### src/rtl/seg_scan_if.sv
// Load handshake and display-side signals of the seven-segment scan controller.
interface seg_scan_if;
  logic        load;
  logic [15:0] value;
  logic [3:0]  dp_mask;
  logic        lzs;
  logic        load_ack;
  logic [1:0]  anode_driver;
  logic [6:0]  seg;
  logic        dp;
  logic        digit_strobe;

  modport master (
    output load, value, dp_mask, lzs,
    input  load_ack, anode_driver, seg, dp, digit_strobe
  );

  modport slave (
    input  load, value, dp_mask, lzs,
    output load_ack, anode_driver, seg, dp, digit_strobe
  );
endinterface

### src/rtl/seg_scan_ctrl.sv
// 4-digit seven-segment scan controller; new values are committed only at
// frame boundaries so a frame never mixes old and new digits.
module seg_scan_ctrl #(
    parameter int unsigned REFRESH_DIV = 100000
) (
    input  logic      clk,
    input  logic      rst_n,
    seg_scan_if.slave bus
);
    localparam int unsigned   PW   = $clog2(REFRESH_DIV);
    localparam logic [PW-1:0] LAST = PW'(REFRESH_DIV - 1);

    logic [PW-1:0] r_presc;
    logic [1:0]    r_anode;
    logic [6:0]    r_seg;
    logic          r_dp;
    logic          r_ack;
    logic          r_strobe;

    logic          r_pend;
    logic [15:0]   r_pend_val;
    logic [3:0]    r_pend_dp;
    logic          r_pend_lzs;

    logic [15:0]   r_sh_val;
    logic [3:0]    r_sh_dp;
    logic          r_sh_lzs;
    logic [3:0]    r_sh_blank;

    logic          w_tick;
    logic          w_commit;
    logic [1:0]    w_next_idx;
    logic [15:0]   w_src_val;
    logic [3:0]    w_src_dp;
    logic          w_src_lzs;
    logic [3:0]    w_src_blank;
    logic [3:0]    w_lz;
    logic [3:0]    w_nib;
    logic [6:0]    w_hex;
    logic [6:0]    w_seg_next;
    logic          w_dp_next;

    assign w_tick     = (r_presc == LAST);
    assign w_commit   = w_tick && (r_anode == 2'd3) && r_pend;
    assign w_next_idx = r_anode + 2'd1;

    // Decode from the contents that will be shadowed after this edge, so the
    // first digit of a freshly committed frame already shows new data.
    assign w_src_val   = w_commit ? r_pend_val : r_sh_val;
    assign w_src_dp    = w_commit ? r_pend_dp  : r_sh_dp;
    assign w_src_lzs   = w_commit ? r_pend_lzs : r_sh_lzs;
    assign w_src_blank = w_commit ? 4'h0       : r_sh_blank;

    always_comb begin
        w_lz    = '0;
        w_lz[3] = w_src_lzs && (w_src_val[15:12] == 4'h0);
        w_lz[2] = w_lz[3] && (w_src_val[11:8] == 4'h0);
        w_lz[1] = w_lz[2] && (w_src_val[7:4] == 4'h0);
        w_nib   = w_src_val[{w_next_idx, 2'b00} +: 4];
        case (w_nib)
            4'h0:    w_hex = 7'h40;
            4'h1:    w_hex = 7'h79;
            4'h2:    w_hex = 7'h24;
            4'h3:    w_hex = 7'h30;
            4'h4:    w_hex = 7'h19;
            4'h5:    w_hex = 7'h12;
            4'h6:    w_hex = 7'h02;
            4'h7:    w_hex = 7'h78;
            4'h8:    w_hex = 7'h00;
            4'h9:    w_hex = 7'h10;
            4'hA:    w_hex = 7'h08;
            4'hB:    w_hex = 7'h03;
            4'hC:    w_hex = 7'h46;
            4'hD:    w_hex = 7'h21;
            4'hE:    w_hex = 7'h06;
            default: w_hex = 7'h0E;
        endcase
        w_seg_next = (w_src_blank[w_next_idx] || w_lz[w_next_idx]) ? 7'h7F : w_hex;
        w_dp_next  = ~w_src_dp[w_next_idx];
    end

    always_ff @(posedge clk or negedge rst_n) begin
        if (!rst_n) begin
            r_presc  <= '0;
            r_anode  <= '0;
            r_seg    <= '1;
            r_dp     <= 1'b1;
            r_ack    <= 1'b0;
            r_strobe <= 1'b0;
        end else begin
            r_presc  <= w_tick ? '0 : r_presc + PW'(1);
            r_ack    <= w_commit;
            r_strobe <= w_tick;
            if (w_tick) begin
                r_anode <= w_next_idx;
                r_seg   <= w_seg_next;
                r_dp    <= w_dp_next;
            end
        end
    end

    // A load coinciding with a commit lands in pending for the next frame.
    always_ff @(posedge clk or negedge rst_n) begin
        if (!rst_n) begin
            r_pend     <= 1'b0;
            r_pend_val <= '0;
            r_pend_dp  <= '0;
            r_pend_lzs <= 1'b0;
            r_sh_val   <= '0;
            r_sh_dp    <= '0;
            r_sh_lzs   <= 1'b0;
            r_sh_blank <= '1;
        end else begin
            if (bus.load) begin
                r_pend     <= 1'b1;
                r_pend_val <= bus.value;
                r_pend_dp  <= bus.dp_mask;
                r_pend_lzs <= bus.lzs;
            end else if (w_commit) begin
                r_pend <= 1'b0;
            end
            if (w_commit) begin
                r_sh_val   <= r_pend_val;
                r_sh_dp    <= r_pend_dp;
                r_sh_lzs   <= r_pend_lzs;
                r_sh_blank <= '0;
            end
        end
    end

    assign bus.load_ack     = r_ack;
    assign bus.anode_driver = r_anode;
    assign bus.seg          = r_seg;
    assign bus.dp           = r_dp;
    assign bus.digit_strobe = r_strobe;
endmodule
### src/flat_wrapper.sv
// flat-port wrapper written by rule: the top's interface ports become plain ports
module seg_scan_ctrl_flat 
#(
    parameter int unsigned REFRESH_DIV = 100000
)
  (clk, rst_n, bus_load, bus_value, bus_dp_mask, bus_lzs, bus_load_ack, bus_anode_driver, bus_seg, bus_dp, bus_digit_strobe);
  seg_scan_if bus_i ();
  input  logic clk;
  input  logic rst_n;
  input wire logic [$bits(bus_i.load)-1:0] bus_load;
  input wire logic [$bits(bus_i.value)-1:0] bus_value;
  input wire logic [$bits(bus_i.dp_mask)-1:0] bus_dp_mask;
  input wire logic [$bits(bus_i.lzs)-1:0] bus_lzs;
  output wire logic [$bits(bus_i.load_ack)-1:0] bus_load_ack;
  output wire logic [$bits(bus_i.anode_driver)-1:0] bus_anode_driver;
  output wire logic [$bits(bus_i.seg)-1:0] bus_seg;
  output wire logic [$bits(bus_i.dp)-1:0] bus_dp;
  output wire logic [$bits(bus_i.digit_strobe)-1:0] bus_digit_strobe;
  assign bus_i.load = bus_load;
  assign bus_i.value = bus_value;
  assign bus_i.dp_mask = bus_dp_mask;
  assign bus_i.lzs = bus_lzs;
  assign bus_load_ack = bus_i.load_ack;
  assign bus_anode_driver = bus_i.anode_driver;
  assign bus_seg = bus_i.seg;
  assign bus_dp = bus_i.dp;
  assign bus_digit_strobe = bus_i.digit_strobe;
  seg_scan_ctrl #(.REFRESH_DIV(REFRESH_DIV)) u_core (.clk(clk), .rst_n(rst_n), .bus(bus_i));
endmodule
### config.mk
export PLATFORM = sky130hd
export DESIGN_NAME = seg_scan_ctrl_flat
export DESIGN_NICKNAME = d
export VERILOG_FILES = /design/src/rtl/seg_scan_if.sv /design/src/rtl/seg_scan_ctrl.sv /design/src/flat_wrapper.sv
export SDC_FILE = /design/constraint.sdc
export NUM_CORES = 1
export LEC_CHECK = 0
export ABC_AREA = 1
export BUFFER_PORTS_ARGS = -buffer_cell sky130_fd_sc_hd__buf_2
export CAP_MARGIN = 5
export CORE_ASPECT_RATIO = 0.5
export CORE_MARGIN = 3
export CORE_UTILIZATION = 59
export DETAILED_ROUTE_END_ITERATION = 7
export GPL_TIMING_DRIVEN = 0
export PLACE_DENSITY = 0.78
export SLEW_MARGIN = 20
export SYNTH_ARGS = -nofsm -noshare
export SYNTH_HDL_FRONTEND = slang
export SYNTH_SLANG_ARGS = --single-unit
### constraint.sdc
create_clock -name clk -period 3 [get_ports clk]
set_input_delay 0.3 -clock clk [delete_from_list [all_inputs] [get_ports clk]]
set_output_delay 0.3 -clock clk [all_outputs]
set_load 0.05 [all_outputs]
; Yosys cells after proc, flatten, opt, wreduce, memory -nomap -nowiden
; Memory sizes are Yosys's and may differ from the RTL's.
; Index checks and enable logic that the tools add are counted.
[totals]
word_cells = 46
ff_bits = 76
mem_bits_ro = 112
output_inout_bits = 12
n_memories = 1
[op_classes]
n_reduce_logical = 10
n_addsub = 2
bitwise = 1
order_cmp = 1
n_shift = 1
mux = 14
n_eq_ne = 2
[memory_table]
columns = name, words, width, read_ports, rd_ports_with_merged_regs, wr, line_no
row1 = (no name shown), 16, 7, 1, 0, 0, seg_scan_ctrl.sv:60  ; case (w_nib)
[op_table]
columns = operator, count
row1 = $add A17 B1 Y17 const B, 1
row2 = $eq A17 B17 Y1 const B, 1
row3 = $mux W17, 1
row4 = $mux W16, 1
row5 = $shiftx A16 B5 Y4, 1
row6 = $logic_not A4 Y1, 3
row7 = $mux W4, 2
row8 = $mux W7, 1
row9 = $bmux W1 S2, 3
row10 = $mux W1, 6
row11 = $logic_and A1 B1 Y1, 5
row12 = $lt A2 B3 Y1 const B, 1
row13 = $add A2 B1 Y2 const B, 1
row14 = $eq A2 B2 Y1 const B, 1
row15 = $reduce_bool A2 Y1, 1
row16 = $logic_or A1 B1 Y1, 1
row17 = $not A1 Y1, 1

; Logic depth before layout (Yosys ltp)
[logic_depth]
ltp_word = 12
mapped_depth = 20
ltp_nobuf = 20

; Worst setup path before layout
; Ideal clock, no wire load.
[synth_timing]
path_kind = reg-to-reg
startpoint = reg u_core.r_anode[1], in the netlist u_core.bus.anode_driver[1]
endpoint = reg u_core.r_seg[0], in the netlist u_core.bus.seg[0]
path_stages_with_launch = 16
path_buffers = 2
period_less_slack_ns = 2.487
arrival_time_ns = 2.412
path_slack_ns = 0.513
required_time_ns = 2.925
setup_ns = 0.075
path_cell_list = dfrtp_1 -> ha_1 -> buf_2 -> clkbuf_1 -> nand4_1 -> nand3_1 -> nand3_1 -> nand2_1 -> inv_1 -> ha_1 -> nand3_1 -> nand2_1 -> nand2_1 -> nand3_1 -> nand2_1 -> nand2_1
[synth_via]
elab_chain_cells = 12
word_cells_on_any_way = 21
cone_classes = 1 x add/sub / 1 x eq/ne / 1 x shift / 8 x mux / 9 x reduce/logical / 1 x memory
[synth_lines]
columns = item, line_no
row1 = start: declaration, seg_scan_ctrl.sv:14  ; logic [1:0] r_anode;
row2 = start signal: assignment, seg_scan_ctrl.sv:95  ; r_anode <= w_next_idx;
row3 = branches (longest 11 deep; another with $mem_v2 Z16 W7), -
row4 = $mux W7 (*), seg_scan_ctrl.sv:78  ; w_seg_next = (w_src_blank[w_next_idx] || w_lz[w_next_idx]) ? 7'h7F : w_hex;
row5 = end signal: assignment, seg_scan_ctrl.sv:96  ; r_seg <= w_seg_next;
row6 = end: declaration, seg_scan_ctrl.sv:15  ; logic [6:0] r_seg;
; Mark *: on every way between the ends. The select of a mux whose other input is x is not followed.
; A chain may end at the register's enable or synchronous reset.

; Worst setup path after layout
[layout_timing]
startpoint = reg u_core.r_anode[1], in the netlist u_core.bus.anode_driver[1]
endpoint = reg u_core.r_seg[0], in the netlist u_core.bus.seg[0]
[layout_via]
word_cells_on_any_way = 21
cone_classes = 1 x add/sub / 1 x eq/ne / 1 x shift / 8 x mux / 9 x reduce/logical / 1 x memory
[layout_lines]
columns = item, line_no
row1 = $add A2 B1 Y2 (*), seg_scan_ctrl.sv:45  ; assign w_next_idx = r_anode + 2'd1;
row2 = via u_core.w_next_idx[1], seg_scan_ctrl.sv:32  ; logic [1:0] w_next_idx;
row3 = branches (longest 3 deep; another with $mem_v2 Z16 W7), -
row4 = $mux W7 (*), seg_scan_ctrl.sv:78
; Mark *: on every way through the listed nets, which the timed path passes. The select of a mux whose other input is x is not followed.

==> qor.yml <==
synth_seq_area_share: 0.4956
synth.distinct_cells: 34
syn_area_per_cell_um2: 7.813
final_cells: 639
drt-total-wl_um: 8204
clock_insertion_delay_worst_skew_ps: 340
nNetsFinal: 578
status: "complete, no violations"
netlist_area_um2: 3867
rsz0062_at_grt: "false"
tritoncts: "done"
drive_gt1_frac: 0.1942
pwr-share-comb: 0.033
grt_start_max_net_pins: 57
ir_drop_v: 0.0003601
yosys.area.top_type: "dfrtp_1"
place_congestion: 0.9256
antenna_found_initial: 0
grt_pass1_wl_um: 14320
crit_buf_inv: 3
power_density_nw_per_um2: 506.7
slew_violations: 0
min_period_ps: 2768
finalWorstSetupSlack_ps: 232.1
die_area_um2: 7622
port_buffers: 35
max_stage_delay_ps: 450
min_from: "bus_value[11]"
synth-main-ff-cell: "dfrtp_1"
timing_worst_setup_path_type: "flop to flop"
leakagePower_nw: 2.493
min-delay-path-class: "input pin to flop"
drt-initial-drc-count: 184
drc_errors: 0
cp_max_fo: 9
dp_cells: 619
yosys_warnings: 0
end_kind: "flop"
pwr-share-seq: 0.460
clk_path_buf_depth: 2
yosys-top-cells-area: "dfrtp_1, nand2_1, dfstp_2"
first_global_vias: 3056
max_cap_viol_count: 0
ys_ff_latch: 76
cts_inserted_buffers: 9
async_flop_share: 1.000
pre_cts_ws_ps: 130.2
path_common_cell: "nand2_1"
vias: 3244
synthCells: 495
cts_num_sinks: 76
fin_util: 0.7351
path_clk_slew_ps: 60
yosys.area.top_type_share: 0.4141
worstPathRequired_ps: 3270
num_io_pins: 36
core_area_um2: 6206
fp-row-count: 20
p_sw_w: 0.0004608
fillers: 519
postRouteAntennaNets: 0
path_delay_family: "simple AND/OR/NAND/NOR gates"
crit_path_start: "u_core.bus.anode_driver[1]"
die_w_um: 120.5
via_per_inst: 5.077
syn-num-nets: 527
worstReg2RegStart: "u_core.bus.anode_driver[1]"
htree_levels: 3
startpoint_type: "flop"
initial_core_util: 0.6232
critPathSlowestCell: "nor2_1"
tightest_slew_ps: 513.4
first_pass_iters: 5
hold_ws_ps: 151.2
clkPwrFrac: 0.507
syn_to_final_growth_pct: 17.96
fin_crit_sh: 0.9226
p_int_w: 0.001851
synth_edf_count: 0
diodes: 0
wl_per_cell_um: 12.84
skew_ps: 7.042
timing.slew.headroom: 0.6545
crit_arrival_ps: 3040
die_y_um: 63.25
grt.overflow.total: 0
max_freq_ghz: 0.3613
root_buffer: "clkbuf_16"
grt_usage: 0.2412
hold_viol_final: 0
power.share.switching: 0.1993
dp_hpwl_um: 6042
setup_viol: 0
crit_chain: "ha_1 -> clkinv_1 -> nor2_1 -> nand3_1 -> nand2_1 -> inv_1 -> nand2_2 -> inv_1 -> ha_1 -> nand3_1 -> nand2_1 -> nand2_1 -> nand3_1 -> nand2_1 -> nand2_1"
setup_tns_ps: 0
synth_stat cells (2+ instances only):
library cell	count
nand2_1	157
inv_1	67
dfrtp_1	64
nor2_1	39
nand3_1	34
o21ai_0	24
nand4_1	17
dfstp_2	12
ha_1	8
inv_2	8
a21oi_1	7
nand2_2	7
clkbuf_1	6
a31oi_1	4
buf_2	4
nand3_2	4
nor3_1	4
nor4_1	4
clkinv_1	3
nor2_2	3
xor2_1	3
buf_6	2
clkinv_2	2
nand2_4	2
repair_timing:
item | in CTS | in global routing
endpoints found under the hold margin | 15 | 0
setup buffers | 0 | 3
gates resized for setup | 0 | 5
endpoints found under the setup margin | 0 | 7
hold buffers | 1 | 0
stage by stage:
stage          total power [W]  instance area [um^2]
2_1_floorplan         0.001106                  3867
4_1_cts               0.002333                  4522
3_5_place_dp          0.001158                  4183
5_1_grt               0.002406                  4562
6_report              0.002312                  4562
3_3_place_gp          0.001149                  4153
registers in the layout (all words and copies together) (netlist names):
| signal | flops |
|---|---|
| u_core.bus.seg | 7 |
| u_core.r_pend | 1 |
| u_core.bus.dp | 1 |
| u_core.r_sh_blank | 4 |
| u_core.r_presc | 17 |
| u_core.r_pend_val | 16 |
| u_core.r_sh_dp | 4 |
| u_core.bus.digit_strobe | 1 |
| u_core.r_sh_val | 16 |
| u_core.bus.load_ack | 1 |
| u_core.r_pend_lzs | 1 |
| u_core.bus.anode_driver | 2 |
| u_core.r_pend_dp | 4 |
| u_core.r_sh_lzs | 1 |
power by group through the flow:
stage / logic (W) / clock network (W) / registers, W
after floorplan: 0.0000299 / 0 / 0.00108
after global placement: 0.0000700 / 0 / 0.00108
after detailed placement: 0.0000772 / 0 / 0.00108
after CTS: 0.0000786 / 0.00119 / 0.00106
after global routing: 0.0000932 / 0.00125 / 0.00106
final: 0.0000760 / 0.00117 / 0.00106
routing by layer:
layer	wire [um]	vias up	GRT usage
met1	3931	1491	0.3302
met4	86	0	0.07486
met2	3601	87	0.3509
li1	-	1656	-
met5	0	-	0
met3	584	10	0.09955
final cells by class:
class	count	area (um^2)	share of cell area
clock buffer	12	256.5	0.05623
clock inverter	4	72.57	0.01591
tap	88	110.1	0.02414
multi-input combinational	325	1584	0.3472
timing repair buffer	40	237.7	0.05211
sequential	76	1917	0.4202
buffer	13	72.57	0.01591
inverter	81	311.5	0.06829
placed cells by master, fill, tap and decap left out, types with 4 or more instances in the layout:
cell type,count
a21oi_1,7
a31oi_1,4
buf_2,37
buf_4,4
clkbuf_1,7
clkbuf_16,9
dfrtp_1,64
dfstp_2,12
ha_1,8
inv_1,67
inv_2,8
nand2_1,156
nand2_2,8
nand3_1,34
nand3_2,4
nand4_1,17
nor2_1,38
nor4_1,4
o21ai_0,24
worst paths after layout:
| check | slack [ps] | cells past startpoint | end |
|---|---|---|---|
| hold / removal | 150 | 3 | u_core.r_pend_val[11] |
| max in group asynchronous | 2030 | 3 | u_core.r_sh_blank[3] |
| hold reg to reg | 450 | 2 | u_core.r_sh_blank[2] |
| setup reg to reg | 230 | 15 | u_core.bus.seg[0] |
| min in group asynchronous | 380 | 2 | u_core.r_presc[13] |
| setup / recovery | 230 | 15 | u_core.bus.seg[0] |
logic make-up after synthesis:
logic type      after synthesis  synth area share
xor+xnor                      3          0.006795
simple gates                275            0.3180
fa+ha+maj                     8           0.02588
flops                        76            0.4956
buf+inv                      94           0.09867
compound gates               39           0.05500
worst register-to-register path, delay by kind of cell (launching register included):
kind | cells | cell delay, ps
adders and majority gates | 2 | 620
and+or+nand+nor | 10 | 1250
buffers and inverters | 3 | 420
DFF | 1 | 420
No activity file was read; power rests on OpenSTA's default activity.
